**config.mk**
```make
export PLATFORM = sky130hd
export DESIGN_NAME = cache_arbiter_flat
export DESIGN_NICKNAME = d
export VERILOG_FILES = /design/src/rtl/cache_arbiter_pkg.sv /design/src/rtl/cache_arbiter_if.sv /design/src/rtl/cache_arbiter_control.sv /design/src/rtl/cache_arbiter.sv /design/src/flat_wrapper.sv
export SDC_FILE = /design/constraint.sdc
export NUM_CORES = 1
export LEC_CHECK = 0
export ABC_AREA = 1
export CAP_MARGIN = 20
export CORE_AREA = 5 5 535 537
export DETAILED_ROUTE_END_ITERATION = 6
export DIE_AREA = 0 0 540 542
export DONT_BUFFER_PORTS = 1
export SKIP_LAST_GASP = 1
export SLEW_MARGIN = 15
export SYNTH_ARGS = -nofsm -noshare
export SYNTH_HDL_FRONTEND = slang
export SYNTH_SLANG_ARGS = --single-unit
```
**constraint.sdc**
```tcl
create_clock -name clk -period 1.4 [get_ports clk]
set_clock_uncertainty 0.2 [all_clocks]
set_input_delay 0.21 -clock clk [delete_from_list [all_inputs] [get_ports clk]]
set_output_delay 0.21 -clock clk [all_outputs]
set_load 0.05 [all_outputs]
```
**src/rtl/cache_arbiter_pkg.sv**
```systemverilog
// Shared types for the two-port cache-to-memory arbiter.
package cache_arbiter_types;

    typedef enum logic [1:0] {IDLE, SERVE, GAP} arb_state_t;
    typedef enum logic {PORT_I, PORT_D} arb_port_t;
    typedef enum logic {OP_READ, OP_WRITE} arb_op_t;

    // The port that round-robin favours after p has been served.
    function automatic arb_port_t other_port(arb_port_t p);
        return (p == PORT_I) ? PORT_D : PORT_I;
    endfunction

endpackage

```
**src/rtl/cache_arbiter_if.sv**
```systemverilog
// Cache-side request/response buses plus the physical-memory port.
// slave is the arbiter's view, master is the surrounding system's view.
interface cache_arbiter_if #(
    parameter int unsigned ADDR_W = 32,
    parameter int unsigned LINE_W = 256
);
    logic              i_read;
    logic [ADDR_W-1:0] i_address;
    logic              i_resp;
    logic [LINE_W-1:0] i_rdata;

    logic              d_read;
    logic              d_write;
    logic [ADDR_W-1:0] d_address;
    logic [LINE_W-1:0] d_wdata;
    logic              d_resp;
    logic [LINE_W-1:0] d_rdata;

    logic              pmem_read;
    logic              pmem_write;
    logic [ADDR_W-1:0] pmem_address;
    logic [LINE_W-1:0] pmem_wdata;
    logic              pmem_resp;
    logic [LINE_W-1:0] pmem_rdata;

    modport slave (
        input  i_read, i_address, d_read, d_write, d_address, d_wdata, pmem_resp, pmem_rdata,
        output i_resp, i_rdata, d_resp, d_rdata, pmem_read, pmem_write, pmem_address,
               pmem_wdata
    );

    modport master (
        output i_read, i_address, d_read, d_write, d_address, d_wdata, pmem_resp, pmem_rdata,
        input  i_resp, i_rdata, d_resp, d_rdata, pmem_read, pmem_write, pmem_address,
               pmem_wdata
    );
endinterface

```
**src/rtl/cache_arbiter_control.sv**
```systemverilog
// Arbiter FSM: picks the next port in IDLE, tracks last grant for
// round-robin and sequences IDLE -> SERVE -> GAP.
module arbiter_control
    import cache_arbiter_types::*;
(
    input  logic       clk_i,
    input  logic       rst_ni,
    input  logic       i_req_i,
    input  logic       d_req_i,
    input  logic       d_write_i,
    input  logic       pmem_resp_i,
    output arb_state_t state_o,
    output logic       load_o,
    output arb_port_t  grant_port_o,
    output arb_op_t    grant_op_o
);
    arb_state_t state_q;
    arb_port_t  last_grant_q;

    assign state_o = state_q;

    // Grant selection; only consumed when load_o is high.
    always_comb begin
        grant_port_o = PORT_I;
        if (i_req_i && d_req_i) begin
            grant_port_o = other_port(last_grant_q);
        end else if (d_req_i) begin
            grant_port_o = PORT_D;
        end
        // Write wins if a D read and write are raised together.
        grant_op_o = (grant_port_o == PORT_D && d_write_i) ? OP_WRITE : OP_READ;
        load_o     = (state_q == IDLE) && (i_req_i || d_req_i);
    end

    // State and round-robin history.
    always_ff @(posedge clk_i or negedge rst_ni) begin
        if (!rst_ni) begin
            state_q      <= IDLE;
            last_grant_q <= PORT_I;
        end else begin
            unique case (state_q)
                IDLE: begin
                    if (load_o) begin
                        state_q      <= SERVE;
                        last_grant_q <= grant_port_o;
                    end
                end
                SERVE: begin
                    if (pmem_resp_i) begin
                        state_q <= GAP;
                    end
                end
                GAP:     state_q <= IDLE;
                default: state_q <= IDLE;
            endcase
        end
    end
endmodule

```
**src/rtl/cache_arbiter.sv**
```systemverilog
// Multiplexes I-cache and D-cache line transfers onto one memory port,
// one transaction at a time, with the request captured at grant.
module cache_arbiter
    import cache_arbiter_types::*;
#(
    parameter int unsigned ADDR_W = 32,
    parameter int unsigned LINE_W = 256
) (
    input logic            clk,
    input logic            rst_n,
    cache_arbiter_if.slave bus
);
    arb_state_t        state;
    logic              load;
    arb_port_t         grant_port;
    arb_op_t           grant_op;

    arb_port_t         grant_q;
    arb_op_t           op_q;
    logic [ADDR_W-1:0] addr_q;
    logic [ADDR_W-1:0] addr_d;
    logic [LINE_W-1:0] wdata_q;
    logic              serving;

    arbiter_control u_control (
        .clk_i        (clk),
        .rst_ni       (rst_n),
        .i_req_i      (bus.i_read),
        .d_req_i      (bus.d_read | bus.d_write),
        .d_write_i    (bus.d_write),
        .pmem_resp_i  (bus.pmem_resp),
        .state_o      (state),
        .load_o       (load),
        .grant_port_o (grant_port),
        .grant_op_o   (grant_op)
    );

    // Address of the port about to be granted.
    always_comb begin
        addr_d = (grant_port == PORT_D) ? bus.d_address : bus.i_address;
    end

    // Request capture; later input changes are ignored until the next grant.
    always_ff @(posedge clk or negedge rst_n) begin
        if (!rst_n) begin
            grant_q <= PORT_I;
            op_q    <= OP_READ;
            addr_q  <= '0;
            wdata_q <= '0;
        end else if (load) begin
            grant_q <= grant_port;
            op_q    <= grant_op;
            addr_q  <= addr_d;
            wdata_q <= bus.d_wdata;
        end
    end

    // Memory strobes from registered state; response routed to the granted port.
    always_comb begin
        serving          = (state == SERVE);
        bus.pmem_read    = serving && (op_q == OP_READ);
        bus.pmem_write   = serving && (op_q == OP_WRITE);
        bus.pmem_address = addr_q;
        bus.pmem_wdata   = wdata_q;
        bus.i_resp       = serving && bus.pmem_resp && (grant_q == PORT_I);
        bus.d_resp       = serving && bus.pmem_resp && (grant_q == PORT_D);
        bus.i_rdata      = bus.pmem_rdata;
        bus.d_rdata      = bus.pmem_rdata;
    end

    a_d_read_write_exclusive: assert property (
        @(posedge clk) disable iff (!rst_n) !(bus.d_read && bus.d_write)
    );
endmodule

```
**src/flat_wrapper.sv**
```systemverilog
// flat-port wrapper written by rule: the top's interface ports become plain ports
module cache_arbiter_flat import cache_arbiter_types::*;
#(
    parameter int unsigned ADDR_W = 32,
    parameter int unsigned LINE_W = 256
)
  (clk, rst_n, bus_i_read, bus_i_address, bus_d_read, bus_d_write, bus_d_address, bus_d_wdata, bus_pmem_resp, bus_pmem_rdata, bus_i_resp, bus_i_rdata, bus_d_resp, bus_d_rdata, bus_pmem_read, bus_pmem_write, bus_pmem_address, bus_pmem_wdata);
  cache_arbiter_if #(.ADDR_W(ADDR_W), .LINE_W(LINE_W)) bus_i ();
  input logic clk;
  input logic rst_n;
  input wire logic [$bits(bus_i.i_read)-1:0] bus_i_read;
  input wire logic [$bits(bus_i.i_address)-1:0] bus_i_address;
  input wire logic [$bits(bus_i.d_read)-1:0] bus_d_read;
  input wire logic [$bits(bus_i.d_write)-1:0] bus_d_write;
  input wire logic [$bits(bus_i.d_address)-1:0] bus_d_address;
  input wire logic [$bits(bus_i.d_wdata)-1:0] bus_d_wdata;
  input wire logic [$bits(bus_i.pmem_resp)-1:0] bus_pmem_resp;
  input wire logic [$bits(bus_i.pmem_rdata)-1:0] bus_pmem_rdata;
  output wire logic [$bits(bus_i.i_resp)-1:0] bus_i_resp;
  output wire logic [$bits(bus_i.i_rdata)-1:0] bus_i_rdata;
  output wire logic [$bits(bus_i.d_resp)-1:0] bus_d_resp;
  output wire logic [$bits(bus_i.d_rdata)-1:0] bus_d_rdata;
  output wire logic [$bits(bus_i.pmem_read)-1:0] bus_pmem_read;
  output wire logic [$bits(bus_i.pmem_write)-1:0] bus_pmem_write;
  output wire logic [$bits(bus_i.pmem_address)-1:0] bus_pmem_address;
  output wire logic [$bits(bus_i.pmem_wdata)-1:0] bus_pmem_wdata;
  assign bus_i.i_read = bus_i_read;
  assign bus_i.i_address = bus_i_address;
  assign bus_i.d_read = bus_d_read;
  assign bus_i.d_write = bus_d_write;
  assign bus_i.d_address = bus_d_address;
  assign bus_i.d_wdata = bus_d_wdata;
  assign bus_i.pmem_resp = bus_pmem_resp;
  assign bus_i.pmem_rdata = bus_pmem_rdata;
  assign bus_i_resp = bus_i.i_resp;
  assign bus_i_rdata = bus_i.i_rdata;
  assign bus_d_resp = bus_i.d_resp;
  assign bus_d_rdata = bus_i.d_rdata;
  assign bus_pmem_read = bus_i.pmem_read;
  assign bus_pmem_write = bus_i.pmem_write;
  assign bus_pmem_address = bus_i.pmem_address;
  assign bus_pmem_wdata = bus_i.pmem_wdata;
  cache_arbiter #(.ADDR_W(ADDR_W), .LINE_W(LINE_W)) u_core (.clk(clk), .rst_n(rst_n), .bus(bus_i));
endmodule
```
==> flow_summary_export.csv, run 1 <==
group,metric,value,unit
run_status,outcome,"finished with violations",
run_status,failing_checks,"design-rule violations, negative hold slack, negative setup slack",
placement,input_output_buffers,0,
synthesis,synth-seq-cells,292,
synthesis,syn_area_per_cell,8.228,µm²
setup_path,top_fanout_value_on_the_critical_path,6,
setup_path,worstPathRequired,0.99,ns
clock_tree,clk_pin_slew,0.06,ns
floorplanning,std_cell_rows,195,
final_layout,nets,2448,
pwr,power.ir.vdd_worst,1.287,mV
synthesis,post_synth_inst_count,1862,
floorplanning,die_outline_height,542,µm
timing,post-route-worst-setup-slack,-0.6688,ns
final_layout,layout.cells.most_common,"nand2_1",
pwr,p_comb_share,45.6,%
timing,timing.slew.headroom,16.72,%
detailed_routing,antenna_violating_nets_remaining,0,
setup_path,timing.critical_path.to_type,"output port",
detailed_routing,firstDrtPassIters,7,
setup_path,cp_cell_sequence,"buf_6, inv_6, nand2_8, nor3b_4, buf_12",
placement,dpl_cell_area,17510,µm²
global_route,largest_net_degree_at_the_start_of_global_routing,293,
pwr,pwr-share-clk,16.3,%
hold_path,holdCritPathClass,"primary input to asynchronous set/reset pin",
pwr,power_density,2865,nW/µm²
detailed_routing,routed_via_density,2.355,
timing,fin_crit_sh,147.8,%
detailed_routing,drc_errors,7,
synthesis,asr_flop_ratio_synth,100.0,%
timing,final-setup-viol-count,583,
global_route,antenna_found_initial,112,
timing,rsz0062_at_grt,"yes",
placement,gp_congestion,0.9581,
final_layout,post_layout_nonfiller_instances,5651,
global_route,grt_usage,12.24,%
timing,finalMaxSlewViolations,0,
clock_tree,cts.path.max_buffers,3,
clock_tree,clock_latency,0.59,ns
global_route,grt_pass1_vias,13380,
floorplanning,initial_core_util,5.450,%
pwr,netSwitchingFraction,56.93,%
pwr,seqPwrFrac,38.1,%
floorplanning,floorplan.io_pins,1386,
setup_path,worstPathArrival,1.66,ns
synthesis,synth_edf_count,0,
pwr,internal-power,28.96,mW
clock_tree,root_buffer,"clkbuf_16",
pwr,total_leakage_power,9.701,nW
detailed_routing,drt_wirelength,188100,µm
synthesis,synth_sequential_area_ratio,47.70,%
clock_tree,h-tree-depth,2,
clock_tree,numCtsBuffers,38,
detailed_routing,first_iter_violations,1491,
global_route,globalRouteOverflowTotal,0,
timing,hold_viol_final,292,
setup_path,startpoint_type,"register",
final_layout,final_layout_size_suffix_gt1_share,22.45,%
timing,final.min_clock_period,2.069,ns
clock_tree,clock_sinks,292,
job,max_cap_viol_count,0,
synthesis,synthesis.yosys.warnings,0,
setup_path,crit_path_top_delay_cell,"dfrtp_1",
synthesis,syn-num-nets,2444,
floorplanning,chipWidth,540,µm
clock_tree,clock_tree_from_tritoncts,"done",
pwr,power_switching,38.27,mW
timing,timing_worst_slew_pin_value,1.249,ns
final_layout,commonest_non_fill_non_tap_cells_in_the_layout,"nand2_1 (934), dlygate4sd3_1 (337), dfrtp_1 (152)",
clock_tree,cts_hold_buf,337,
timing,hold-worst-slack,-0.8987,ns
synthesis,syn-cell-area,15320,µm²
synthesis,post_synth_num_cell_types,14,
final_layout,area_growth_syn_to_layout,53.16,%
global_route,grt_pass1_wl,218100,µm
setup_path,critical_path_class,"register to output port",
detailed_routing,routed-via-count,13310,
synthesis,synth-main-ff-cell,"dfrtp_1",
detailed_routing,detail_route.wl_per_cell,33.28,µm
placement,placedCellCount,5217,
floorplanning,floorplan_die_area,292700,µm²
timing,fmax,483.4,MHz
placement,dp_hpwl,168700,µm
floorplanning,core-area,281100,µm²
setup_path,cpPeakStageDelay,0.39,ns
final_layout,final_core_util,8.348,%
final_layout,fin_area,23460,µm²
registers in the layout, summed over array words and instances, names as in the netlist:
register / count
u_core.bus.pmem_wdata: 256
u_core.u_control.state_o: 2
u_core.bus.pmem_address: 32
u_core.op_q: 1
u_core.u_control.last_grant_q: 1
worst paths after layout:
path | from | to | slack (ns) | cells after the start
worst max register to register | u_core.u_control.state_o[1]$_DFFE_PN0P_ | u_core.bus.pmem_wdata[124]$_DFFE_PN0P_ | -0.46 | 7
worst max-delay path | u_core.u_control.state_o[1]$_DFFE_PN0P_ | bus_d_resp | -0.67 | 5
worst min-delay path | rst_n | u_core.bus.pmem_wdata[54]$_DFFE_PN0P_ | -0.90 | 0
max in group asynchronous | rst_n | u_core.bus.pmem_wdata[246]$_DFFE_PN0P_ | 0.78 | 0
worst min register to register | u_core.bus.pmem_wdata[107]$_DFFE_PN0P_ | u_core.bus.pmem_wdata[107]$_DFFE_PN0P_ | 0.30 | 2
min in group clk | bus_d_wdata[97] | u_core.bus.pmem_wdata[97]$_DFFE_PN0P_ | 0.06 | 3
per-layer routing:
layer	GRT usage (%)	share of wire, %	vias to the layer above
li1	-	-	5118
met1	6.252	17	5902
met2	16.87	38	1653
met3	20.72	37	623
met4	7.128	7.5	10
met5	0.5261	0.14	-
cell usage after synthesis (3+ instances only):
cell type  count  area share, %
o21ai_0        3          0.098
inv_1          6           0.15
clkbuf_1       9           0.22
nor2_1         5           0.12
buf_4        540             26
dfrtp_1      292             48
nand3_1       32            1.0
nand2_1      936             23
buf_2         34            1.1
cell type report:
class,instances,area (µm²)
fill,32740,257600
sequential,292,7627
timing repair buffer,548,5938
tap,3743,4683
multi-input combinational,979,3787
clock buffer,47,1066
clock inverter,20,266.5
inverter,7,57.56
antenna,15,37.54
repair_timing:
item                                    4_1_cts  5_1_grt
gates cloned                                  3        0
endpoints found under the hold margin       584      292
pin swaps                                     2        2
gates resized for setup                     375        3
buffers inserted                             11        1
endpoints found under the setup margin      583      583
worst max-delay path: cells and delay by family, from the launching register on:
| kind | cells | cell delay (ns) |
|---|---|---|
| flip-flops | 1 | 0.39 |
| buffers and inverters | 3 | 0.35 |
| AND/OR/NAND/NOR | 2 | 0.30 |
power by group through the flow:
stage / sequential (mW) / clock [mW] / combinational, mW
after global placement: 24.1 / 0 / 27.4
after floorplan: 29.0 / 0 / 11.4
final: 25.6 / 10.9 / 30.7
after global routing: 26.2 / 11.5 / 33.4
after CTS: 25.4 / 11.3 / 31.2
after detailed placement: 24.1 / 0 / 27.6
cells by family after synthesis:
kind of cell	Yosys count	share of synthesized area [%]
and+or+nand+nor	975	24.18
buffers and inverters	591	27.99
DFF	292	47.70
AOI/OAI and AO/OA	4	0.1306
through the flow:
step	power, mW	setup WS [ns]	setup TNS, ns
after floorplan	40.37	-0.02109	-0.2126
after global placement	51.53	-0.3852	-69.58
after detailed placement	51.69	-0.3385	-63.52
after CTS	67.92	-0.7219	-140.95
after global routing	71.16	-0.7216	-185.88
final	67.23	-0.6688	-154.34
No activity file was read; power rests on OpenSTA's default activity.
==> run 2, diff against run 1 <==
--- a/config.mk
+++ b/config.mk
@@ -7,9 +7,9 @@
 export LEC_CHECK = 0
 export ABC_AREA = 1
 export CAP_MARGIN = 20
-export CORE_AREA = 5 5 535 537
+export CORE_AREA = 2 2 532 534
 export DETAILED_ROUTE_END_ITERATION = 6
-export DIE_AREA = 0 0 540 542
+export DIE_AREA = 0 0 534 536
 export DONT_BUFFER_PORTS = 1
 export SKIP_LAST_GASP = 1
 export SLEW_MARGIN = 15
==> run 2 against run 1 <==
The flow finishes with violations (negative hold slack, negative setup slack). Clock-buffer cell count increased by 6. Sequential cell count unchanged. Total power increased by 7.2%. Core utilization increased by 0.70 points. Clock power increased by 9%. Worst setup slack got worse by 0.064 ns. Final area increased by 8.3%. Global-route usage increased by 0.67 points. Critical path type unchanged. Critical endpoint unchanged.
==> flow_summary_export.csv, run 2 (synthesis results as in run 1) <==
group,metric,value,unit
pwr,internal-power,31.93,mW
timing,rsz0062_at_grt,"yes",
global_route,grt_pass1_vias,14190,
clock_tree,h-tree-depth,2,
clock_tree,clock_tree_from_tritoncts,"done",
pwr,pwr-share-clk,16.5,%
floorplanning,initial_core_util,5.455,%
global_route,grt_usage,12.91,%
floorplanning,die_outline_height,536,µm
timing,hold-worst-slack,-0.9403,ns
floorplanning,core-area,280800,µm²
detailed_routing,drt_wirelength,194700,µm
floorplanning,std_cell_rows,195,
timing,timing_worst_slew_pin_value,1.189,ns
final_layout,layout.cells.most_common,"nand2_1",
global_route,largest_net_degree_at_the_start_of_global_routing,293,
pwr,seqPwrFrac,36.3,%
placement,dp_hpwl,168600,µm
detailed_routing,routed-wl-met3,69210,µm
pwr,netSwitchingFraction,55.68,%
detailed_routing,firstDrtPassIters,6,
detailed_routing,detail_route.wl_per_cell,33.56,µm
timing,fin_crit_sh,152.3,%
pwr,design_power_total,72.05,mW
clock_tree,clock_latency,0.65,ns
final_layout,final_layout_size_suffix_gt1_share,23.78,%
setup_path,crit_path_top_delay_cell,"dfrtp_1",
setup_path,worstPathRequired,0.99,ns
pwr,power_density,2836,nW/µm²
final_layout,final.fill_count,32320,
clock_tree,clk_pin_slew,0.06,ns
setup_path,critical_path_class,"register to output port",
placement,input_output_buffers,0,
final_layout,area_growth_syn_to_layout,65.81,%
global_route,globalRouteOverflowTotal,0,
timing,hold_viol_final,292,
clock_tree,cts.path.max_buffers,3,
detailed_routing,route.layer.met1.wl,33780,µm
hold_path,holdCritPathClass,"primary input to asynchronous set/reset pin",
detailed_routing,routed-via-count,13860,
global_route,grt_pass1_wl,223100,µm
final_layout,commonest_non_fill_non_tap_cells_in_the_layout,"nand2_1 (924), dlygate4sd3_1 (432), dfrtp_1 (141)",
global_route,antenna_found_initial,75,
floorplanning,floorplan.io_pins,1386,
timing,fmax,468.9,MHz
final_layout,final_core_util,9.045,%
job,max_cap_viol_count,0,
pwr,p_comb_share,47.1,%
pwr,power_switching,40.12,mW
clock_tree,root_buffer,"clkbuf_16",
floorplanning,chipWidth,534,µm
run_status,failing_checks,"negative hold slack, negative setup slack",
detailed_routing,highest-signal-layer,"met5",
detailed_routing,detailroute.wirelength.met2,75680,µm
timing,finalMaxSlewViolations,0,
final_layout,nets,2578,
clock_tree,cts_hold_buf,432,
setup_path,startpoint_type,"register",
clock_tree,numCtsBuffers,39,
pwr,power.ir.vdd_worst,1.093,mV
floorplanning,floorplan_die_area,286200,µm²
timing,final.min_clock_period,2.133,ns
detailed_routing,drc_errors,0,
placement,gp_congestion,0.9776,
clock_tree,clock_sinks,292,
setup_path,cp_cell_sequence,"buf_6, inv_4, nand2_8, nor3b_4, buf_12",
timing,post-route-worst-setup-slack,-0.7327,ns
setup_path,timing.critical_path.to_type,"output port",
detailed_routing,antenna_violating_nets_remaining,0,
run_status,outcome,"finished with violations",
detailed_routing,routed_via_density,2.390,
timing,timing.slew.headroom,20.71,%
timing,final-setup-viol-count,583,
setup_path,cpPeakStageDelay,0.38,ns
pwr,total_leakage_power,10.53,nW
final_layout,largest_register_ffs,256,
setup_path,top_fanout_value_on_the_critical_path,5,
detailed_routing,first_iter_violations,1035,
setup_path,worstPathArrival,1.72,ns
==> run 2: per-layer routing <==
| metal | vias up | global-route usage [%] |
|---|---|---|
| li1 | 5416 | - |
| met1 | 6152 | 6.657 |
| met2 | 1650 | 17.83 |
| met3 | 635 | 20.99 |
| met4 | 10 | 8.470 |
| met5 | - | 0.9827 |
==> run 2: timing repair <==
action / in CTS / in global routing
buffers inserted: 23 / 0
endpoints found under the hold margin: 584 / 292
pin swaps: 4 / 0
setup endpoints to repair: 582 / 583
gates cloned: 12 / 7
resized for setup: 414 / 22
==> run 2: power groups by stage <==
| stage | Combinational [mW] | Sequential (mW) | Clock (mW) |
|---|---|---|---|
| floorplan | 11.4 | 29.0 | 0 |
| global placement | 27.5 | 24.7 | 0 |
| detailed placement | 27.7 | 24.7 | 0 |
| CTS | 33.1 | 26.1 | 12.3 |
| global route | 36.4 | 26.9 | 12.5 |
| finish | 34.0 | 26.2 | 11.9 |
==> run 2: area by class of cell <==
| cell class | count | area [µm²] | area share (%) |
|---|---|---|---|
| tap | 3743 | 4683 | 18.44 |
| sequential | 292 | 7659 | 30.15 |
| antenna | 31 | 77.57 | 0.3054 |
| clock inverter | 19 | 332.8 | 1.310 |
| multi-input combinational | 979 | 3820 | 15.04 |
| timing repair buffer | 677 | 7669 | 30.19 |
| inverter | 7 | 41.29 | 0.1625 |
| clock buffer | 53 | 1120 | 4.408 |
==> run 2: worst max-delay path, delay by kind of cell, from the launching register on <==
family,cells,cell delay (ns)
DFF,1,0.38
buffers and inverters,3,0.36
and+or+nand+nor,2,0.32
==> run 2: path summary, 6_finish.rpt <==
| kind | start | slack (ns) | cells past startpoint | to |
|---|---|---|---|---|
| setup / recovery | u_core.u_control.state_o[1]$_DFFE_PN0P_ | -0.73 | 5 | bus_d_resp |
| hold / removal | rst_n | -0.94 | 0 | u_core.bus.pmem_wdata[215]$_DFFE_PN0P_ |
| hold reg to reg | u_core.bus.pmem_wdata[107]$_DFFE_PN0P_ | 0.29 | 2 | u_core.bus.pmem_wdata[107]$_DFFE_PN0P_ |
| max in group asynchronous | rst_n | 0.90 | 0 | u_core.bus.pmem_wdata[117]$_DFFE_PN0P_ |
| setup reg to reg | u_core.u_control.state_o[1]$_DFFE_PN0P_ | -0.52 | 9 | u_core.bus.pmem_wdata[144]$_DFFE_PN0P_ |
| min in group clk | bus_d_wdata[75] | 0.06 | 3 | u_core.bus.pmem_wdata[75]$_DFFE_PN0P_ |
==> run 2: stage by stage <==
stage	TNS (ns)	instances	hold WS [ns]	setup slack [ns]	cell area (µm²)
after floorplan	-0.2126	1862	-0.2856	-0.02109	15350
after global placement	-92.44	5225	-0.2808	-0.4039	17650
after detailed placement	-78.27	5225	-0.2798	-0.3537	17650
after CTS	-205.55	5764	-1.017	-0.8259	25090
after global routing	-215.91	5790	-0.9885	-0.8184	25370
final	-182.61	5801	-0.9403	-0.7327	25400
